**config.mk**
```make
export PLATFORM = sky130hd
export DESIGN_NAME = hbm_rd_arbiter
export DESIGN_NICKNAME = d
export VERILOG_FILES = /design/src/rtl/hbm_bench_pkg.sv /design/src/rtl/rr_arbiter.sv /design/src/rtl/hbm_rd_arbiter.sv
export SDC_FILE = /design/constraint.sdc
export NUM_CORES = 1
export LEC_CHECK = 0
export CAP_MARGIN = 20
export CELL_PAD_IN_SITES_DETAIL_PLACEMENT = 0
export CELL_PAD_IN_SITES_GLOBAL_PLACEMENT = 1
export CORE_AREA = 2 2 314 316
export CTS_CLUSTER_SIZE = 10
export DETAILED_ROUTE_END_ITERATION = 10
export DIE_AREA = 0 0 316 318
export PLACE_DENSITY_LB_ADDON = 0.25
export REMOVE_ABC_BUFFERS = 1
export SLEW_MARGIN = 20
export SYNTH_ARGS = -nofsm -noshare
export SYNTH_HDL_FRONTEND = slang
export SYNTH_HIERARCHICAL = 1
export SYNTH_SLANG_ARGS = --single-unit
```
**constraint.sdc**
```tcl
create_clock -name clk -period 7 [get_ports clk]
set_input_delay 1.4 -clock clk [delete_from_list [all_inputs] [get_ports clk]]
set_output_delay 1.4 -clock clk [all_outputs]
set_load 0.01 [all_outputs]
```
**src/rtl/hbm_bench_pkg.sv**
```systemverilog
// Shared definitions for the HBM/DDR4 benchmark AXI arbiters.
//   AXI_BURST_INCR : AxBURST encoding for incrementing bursts
//   axi_size_f     : AxSIZE for a given data bus width in bits
//   ar_req_t       : captured AR request; fields are sized for the widest
//                    configuration, narrower users take the low bits
package hbm_bench_pkg;
  localparam logic [1:0] AXI_BURST_INCR = 2'b01;
  localparam int REQ_ADDR_W = 64;
  localparam int REQ_ID_W   = 24;

  typedef struct packed {
    logic [REQ_ADDR_W-1:0] addr;
    logic [7:0]            len;
    logic [REQ_ID_W-1:0]   id;
  } ar_req_t;

  function automatic logic [2:0] axi_size_f(input int dw);
    return 3'($clog2(dw / 8));
  endfunction
endpackage

```
**src/rtl/rr_arbiter.sv**
```systemverilog
// Combinational round-robin arbiter.
//   i_req  : request vector
//   i_last : index granted last time; scanning starts at i_last+1
//   o_gnt  : one-hot grant
//   o_idx  : encoded grant index (i_last when nothing requests)
//   o_any  : at least one request present
// N must be a power of two so the modulo wraps naturally in PB bits.
module rr_arbiter #(
  parameter int N  = 4,
  parameter int PB = (N > 1) ? $clog2(N) : 1
) (
  input  logic [N-1:0]  i_req,
  input  logic [PB-1:0] i_last,
  output logic [N-1:0]  o_gnt,
  output logic [PB-1:0] o_idx,
  output logic          o_any
);
  logic [PB-1:0] w_k;

  always_comb begin
    o_gnt = '0;
    o_idx = i_last;
    o_any = 1'b0;
    w_k   = '0;
    // off == N wraps to i_last itself, so the last-granted port comes last
    for (int off = 1; off <= N; off++) begin
      w_k = i_last + PB'(off);
      if (!o_any && i_req[w_k]) begin
        o_any      = 1'b1;
        o_idx      = w_k;
        o_gnt[w_k] = 1'b1;
      end
    end
  end
endmodule

```
**src/rtl/hbm_rd_arbiter.sv**
```systemverilog
// Shares one downstream AXI read port among N_PORTS read engines.
//   s_ar*    : per-port AR channels (port i at index i)
//   s_r*     : R channel; data/id/resp/last broadcast, valid per port
//   m_ar*    : downstream AR, ARID = {port index, upstream id}
//   m_r*     : downstream R, routed back by the RID port prefix
//   outstanding : per-port in-flight burst count
// AR is registered (1 cycle latency, back-to-back when m_arready is high);
// the R path is purely combinational.
module hbm_rd_arbiter
  import hbm_bench_pkg::*;
#(
  parameter int N_PORTS         = 4,
  parameter int ADDR_WIDTH      = 33,
  parameter int DATA_WIDTH      = 256,
  parameter int ID_WIDTH        = 3,
  parameter int MAX_OUTSTANDING = 16,
  parameter int PORT_BITS       = $clog2(N_PORTS)
) (
  input  logic                                  clk,
  input  logic                                  arstn,
  input  logic [N_PORTS-1:0][ADDR_WIDTH-1:0]    s_araddr,
  input  logic [N_PORTS-1:0][7:0]               s_arlen,
  input  logic [N_PORTS-1:0][ID_WIDTH-1:0]      s_arid,
  input  logic [N_PORTS-1:0]                    s_arvalid,
  output logic [N_PORTS-1:0]                    s_arready,
  output logic [DATA_WIDTH-1:0]                 s_rdata,
  output logic [ID_WIDTH-1:0]                   s_rid,
  output logic [1:0]                            s_rresp,
  output logic                                  s_rlast,
  output logic [N_PORTS-1:0]                    s_rvalid,
  input  logic [N_PORTS-1:0]                    s_rready,
  output logic [ADDR_WIDTH-1:0]                 m_araddr,
  output logic [7:0]                            m_arlen,
  output logic [ID_WIDTH+PORT_BITS-1:0]         m_arid,
  output logic [1:0]                            m_arburst,
  output logic [2:0]                            m_arsize,
  output logic                                  m_arvalid,
  input  logic                                  m_arready,
  input  logic [DATA_WIDTH-1:0]                 m_rdata,
  input  logic [ID_WIDTH+PORT_BITS-1:0]         m_rid,
  input  logic [1:0]                            m_rresp,
  input  logic                                  m_rlast,
  input  logic                                  m_rvalid,
  output logic                                  m_rready,
  output logic [N_PORTS-1:0][7:0]               outstanding
);
  localparam int MID_W = ID_WIDTH + PORT_BITS;

  typedef enum logic {IDLE, ISSUE} state_t;

  state_t                   r_state, w_state_nxt;
  logic [PORT_BITS-1:0]     r_last_grant, w_idx, w_ret_port;
  logic [N_PORTS-1:0]       w_elig, w_gnt, w_dec;
  logic                     w_any, w_can_accept, w_load, w_r_hs;
  logic [N_PORTS-1:0][7:0]  r_cnt;
  ar_req_t                  r_req, w_req_nxt, w_unused_req;

  // ---------------- arbitration ----------------
  always_comb begin
    for (int i = 0; i < N_PORTS; i++)
      w_elig[i] = s_arvalid[i] && (r_cnt[i] < 8'(MAX_OUTSTANDING));
  end

  rr_arbiter #(.N(N_PORTS), .PB(PORT_BITS)) u_rr (
    .i_req  (w_elig),
    .i_last (r_last_grant),
    .o_gnt  (w_gnt),
    .o_idx  (w_idx),
    .o_any  (w_any)
  );

  always_comb begin
    w_state_nxt  = r_state;
    w_can_accept = 1'b0;
    case (r_state)
      IDLE: begin
        w_can_accept = 1'b1;
        if (w_any) w_state_nxt = ISSUE;
      end
      ISSUE: begin
        // the output register frees up exactly when downstream takes it
        w_can_accept = m_arready;
        if (m_arready && !w_any) w_state_nxt = IDLE;
      end
      default: w_state_nxt = IDLE;
    endcase
    w_load    = w_can_accept & w_any;
    s_arready = w_load ? w_gnt : '0;
  end

  always_comb begin
    w_req_nxt                  = '0;
    w_req_nxt.addr[ADDR_WIDTH-1:0] = s_araddr[w_idx];
    w_req_nxt.len              = s_arlen[w_idx];
    w_req_nxt.id[MID_W-1:0]    = {w_idx, s_arid[w_idx]};
  end

  always_ff @(posedge clk or negedge arstn) begin
    if (!arstn) begin
      r_state      <= IDLE;
      r_last_grant <= PORT_BITS'(N_PORTS - 1);
      r_req        <= '0;
    end else begin
      r_state <= w_state_nxt;
      if (w_load) begin
        r_req        <= w_req_nxt;
        r_last_grant <= w_idx;
      end
    end
  end

  assign m_arvalid    = (r_state == ISSUE);
  assign m_araddr     = r_req.addr[ADDR_WIDTH-1:0];
  assign m_arlen      = r_req.len;
  assign m_arid       = r_req.id[MID_W-1:0];
  assign m_arburst    = AXI_BURST_INCR;
  assign m_arsize     = axi_size_f(DATA_WIDTH);
  // upper struct bits are don't-care for narrower configurations
  assign w_unused_req = r_req;

  // ---------------- R routing ----------------
  assign w_ret_port = m_rid[MID_W-1:ID_WIDTH];
  assign m_rready   = s_rready[w_ret_port];
  assign w_r_hs     = m_rvalid & m_rready;
  assign s_rdata    = m_rdata;
  assign s_rresp    = m_rresp;
  assign s_rlast    = m_rlast;
  assign s_rid      = m_rid[ID_WIDTH-1:0];

  always_comb begin
    s_rvalid             = '0;
    s_rvalid[w_ret_port] = m_rvalid;
  end

  // ---------------- credits ----------------
  always_comb begin
    for (int i = 0; i < N_PORTS; i++)
      w_dec[i] = w_r_hs & m_rlast & (w_ret_port == PORT_BITS'(i));
  end

  always_ff @(posedge clk or negedge arstn) begin
    if (!arstn) begin
      r_cnt <= '0;
    end else begin
      for (int i = 0; i < N_PORTS; i++) begin
        if (s_arready[i] && !w_dec[i])
          r_cnt[i] <= r_cnt[i] + 8'd1;
        else if (!s_arready[i] && w_dec[i] && r_cnt[i] != 8'd0)
          r_cnt[i] <= r_cnt[i] - 8'd1;
      end
    end
  end

  assign outstanding = r_cnt;

  // a retiring burst on a port with nothing in flight is a protocol error
  for (genvar i = 0; i < N_PORTS; i++) begin : g_chk
    a_no_underflow: assert property (@(posedge clk) disable iff (!arstn)
      !(w_dec[i] && r_cnt[i] == 8'd0));
  end
endmodule

```
==> results.sh <==
export IMPL_dpl_cell_area_sq_um=10200
export IMPL_path_class="input port to output pin"
export IMPL_cpMaxStageDelayCell="mux4_2"
export IMPL_vias=6573
export IMPL_drt_pass1_iter_count=4
export IMPL_synth_common_cells="267 x buf_4, 173 x nand2_1, 79 x dfrtp_1"
export IMPL_pre_cts_ws_ns=1.13
export IMPL_holdWs_ns=0.478
export IMPL_critPathRequiredTime_ns=5.60
export IMPL_synthesis_area_sq_um=7840
export IMPL_ff2ff_setup_slack_ns=2.00
export IMPL_reg2reg_from="outstanding[15]"
export IMPL_clkSlewWorstSetupHoldPaths_ns=0.07
export IMPL_coreArea_sq_um=97400
export IMPL_hold_buffers=0
export IMPL_finalCoreUtilization=0.108
export IMPL_cts_htree_levels=3
export IMPL_tns_ns=0
export IMPL_finalMaxSlewViolations=0
export IMPL_root_buffer="clkbuf_16"
export IMPL_start_kind="input port"
export IMPL_switching_share=0.460
export IMPL_yosysWarnings=6
export IMPL_overflow=0
export IMPL_ir_worst_vdd_mv=0.189
export IMPL_relSlewSlack=0.452
export IMPL_synth_most_common_cell="buf_4"
export IMPL_synth_main_ff_cell="dfrtp_1"
export IMPL_wl_met2_microns=47100
export IMPL_rr_worst_depth=15
export IMPL_vias_per_cell=3.09
export IMPL_hp_class="register to register"
export IMPL_io_buffers=279
export IMPL_hold_end="m_arlen[0]"
export IMPL_dpl_hpwl_microns=104000
export IMPL_worstHoldStart="m_arlen[0]"
export IMPL_post_cts_buffers=0
export IMPL_cp_depth=8
export IMPL_finalSetupViolCount=0
export IMPL_yosysSeqAreaShare=0.259
export IMPL_period_minus_slack_ns=5.84
export IMPL_fin_area_sq_um=10500
export IMPL_num_io_pins=807
export IMPL_worstPathArrival_ns=4.44
export IMPL_synth_top_area_frac=0.256
export IMPL_synthCells=837
export IMPL_areaGrowthSynthToFinish_pct=33.6
export IMPL_clock_latency_ns=0.40
export IMPL_antenna_cells=0
export IMPL_outcome="finished clean"
export IMPL_p_comb_frac=0.685
export IMPL_seq_power_share=0.201
export IMPL_cts_tree="done"
export IMPL_drt_iter0_markers=417
export IMPL_dp_cells=2114
export IMPL_cpMostUsedCell="clkdlybuf4s50_1"
export IMPL_grt_usage=0.220
export IMPL_p_sw_mw=2.18
export IMPL_cellLeakagePower_nw=3.86
export IMPL_final_nets=1326
export IMPL_drv_cap=0
export IMPL_slowest_delay_ns=0.63
export IMPL_drcViolationCount=0
export IMPL_period_share=0.834
export IMPL_ys_types=56
export IMPL_cts_buffers=9
export IMPL_drive_gt1_frac=0.125
export IMPL_die_width_microns=316
export IMPL_grt_pass1_wl_microns=129000
export IMPL_top_layer_used="met5"
export IMPL_synth_top_cell_by_area="buf_4"
export IMPL_crit_path_max_fanout=12
export IMPL_async_flop_share=1.00
export IMPL_ys_top_cells_by_area="buf_4 26%, dfrtp_1 25%, mux4_2 14%"
export IMPL_cts_sinks=81
export IMPL_wl_per_cell_microns=53.1
export IMPL_critical_path_top_delay_family="buffers and inverters"
export IMPL_fmax_mhz=171
export IMPL_num_rows=115
export IMPL_synth_edf_count=0
export IMPL_drtAntennaViolNets=0
export IMPL_power_density_nw_per_um2=452
export IMPL_path_cells="clkdlybuf4s50_1 > and2_1 > mux4_2 > a211oi_4 > a221o_1 > nand3_1 > inv_1 > clkdlybuf4s50_1"
export IMPL_wl_met3_microns=37400
export IMPL_hold_depth=2
export IMPL_finalNonFillerCells=2129
export IMPL_post_cts_resize_count=0
export IMPL_internal_power_mw=2.55
export IMPL_ys_seq_elements=81
export IMPL_start_util=0.0805
export IMPL_die_area_sq_um=100000
export IMPL_finClkSkew_ns=0.0206
export IMPL_rsz0062_at_grt="no"
export IMPL_die_h_microns=318
export IMPL_gp_congestion=1.04
export IMPL_clockBufferDepth=2
export IMPL_clockPowerShare=0.114
export IMPL_antenna_found_initial=1
export IMPL_tightest_slew_ns=0.815
export IMPL_critPathBufInv=3
export IMPL_synth_area_per_cell_sq_um=9.37
export IMPL_hold_viol_final=0
export IMPL_worst_slack_ns=1.16
export IMPL_drt_met1_wl_microns=25000
export IMPL_finalPower_mw=4.73
export IMPL_grt_pass1_vias=6578
export IMPL_grt_max_degree=47
export IMPL_worstSetupEndpointType="output pin"
export IMPL_routed_wl_microns=113000
export IMPL_r2r_end="outstanding[29]"
[worst max-delay path by stage]
stage,from,endpoint,slack [ns]
final,s_arvalid[3],s_arready[1],1.16
after floorplan,s_arvalid[0],m_araddr[0],0.30
after CTS,s_arvalid[3],s_arready[1],1.14
after global placement,s_arvalid[3],s_arready[1],1.12
after detailed placement,s_arvalid[3],s_arready[1],1.13
after global routing,s_arvalid[3],s_arready[1],1.05
[layer usage]
layer,global-route usage,vias to the layer above
met1,0.140,2869
met2,0.328,1051
li1,-,2576
met3,0.342,63
met4,0.0361,14
met5,0.0585,-
[registers in the layout, indices dropped and copies added (netlist names)]
name,count
m_araddr,33
m_arlen,8
m_arid,5
r_last_grant,2
outstanding,32
m_arvalid,1
[area by class of cell]
class                           instances  area [sq um]
Sequential cell                        81          2030
Clock inverter                          6          67.6
Timing Repair Buffer                  287          2860
Inverter                               14          52.6
Clock buffer                            9           225
Tap cell                             1287          1610
Fill cell                           11122         86900
Multi-Input combinational cell        445          3630
[power by group through the flow]
stage          registers, mW  logic (mW)  clock network, mW
2_1_floorplan           1.00        1.84                  0
5_1_grt                0.995        3.57              0.594
6_report               0.952        3.24              0.539
3_3_place_gp           0.964        3.38                  0
4_1_cts                0.960        3.37              0.577
3_5_place_dp           0.964        3.35                  0
[kinds of logic after synthesis]
group	share of synthesized area
flip-flops	0.259
other	0.000958
XOR/XNOR	0.0313
adder cells (fa/ha/maj)	0.0613
buffers and inverters	0.282
AO/OA/AOI/OAI	0.0629
AND/OR/NAND/NOR	0.129
multiplexers	0.174
[cells in the final DEF, fill, tap and decap left out, types with 5 or more instances in the layout]
cell,instances
nand2b_1,5
xnor2_1,14
clkbuf_16,9
and2_1,8
mux2_2,17
ha_1,32
nand3_1,8
a21oi_1,22
conb_1,5
nor4_1,8
clkdlybuf4s50_1,278
mux4_2,47
o211ai_1,6
dfrtp_1,79
buf_4,8
mux2_4,5
xor2_1,14
inv_1,14
nand2_1,172
o21ai_0,13
[worst reg2reg max path, delay by kind of cell (launching register included)]
kind	cells	cell delay [ns]
adders and majority gates	1	0.37
DFF	1	0.42
xor gates and xnor gates	1	0.16
muxes	1	0.26
and+or+nand+nor	4	1.54
AOI/OAI and AO/OA	7	2.06
buffers and inverters	1	0.07
(Power assumes the default switching activity.)
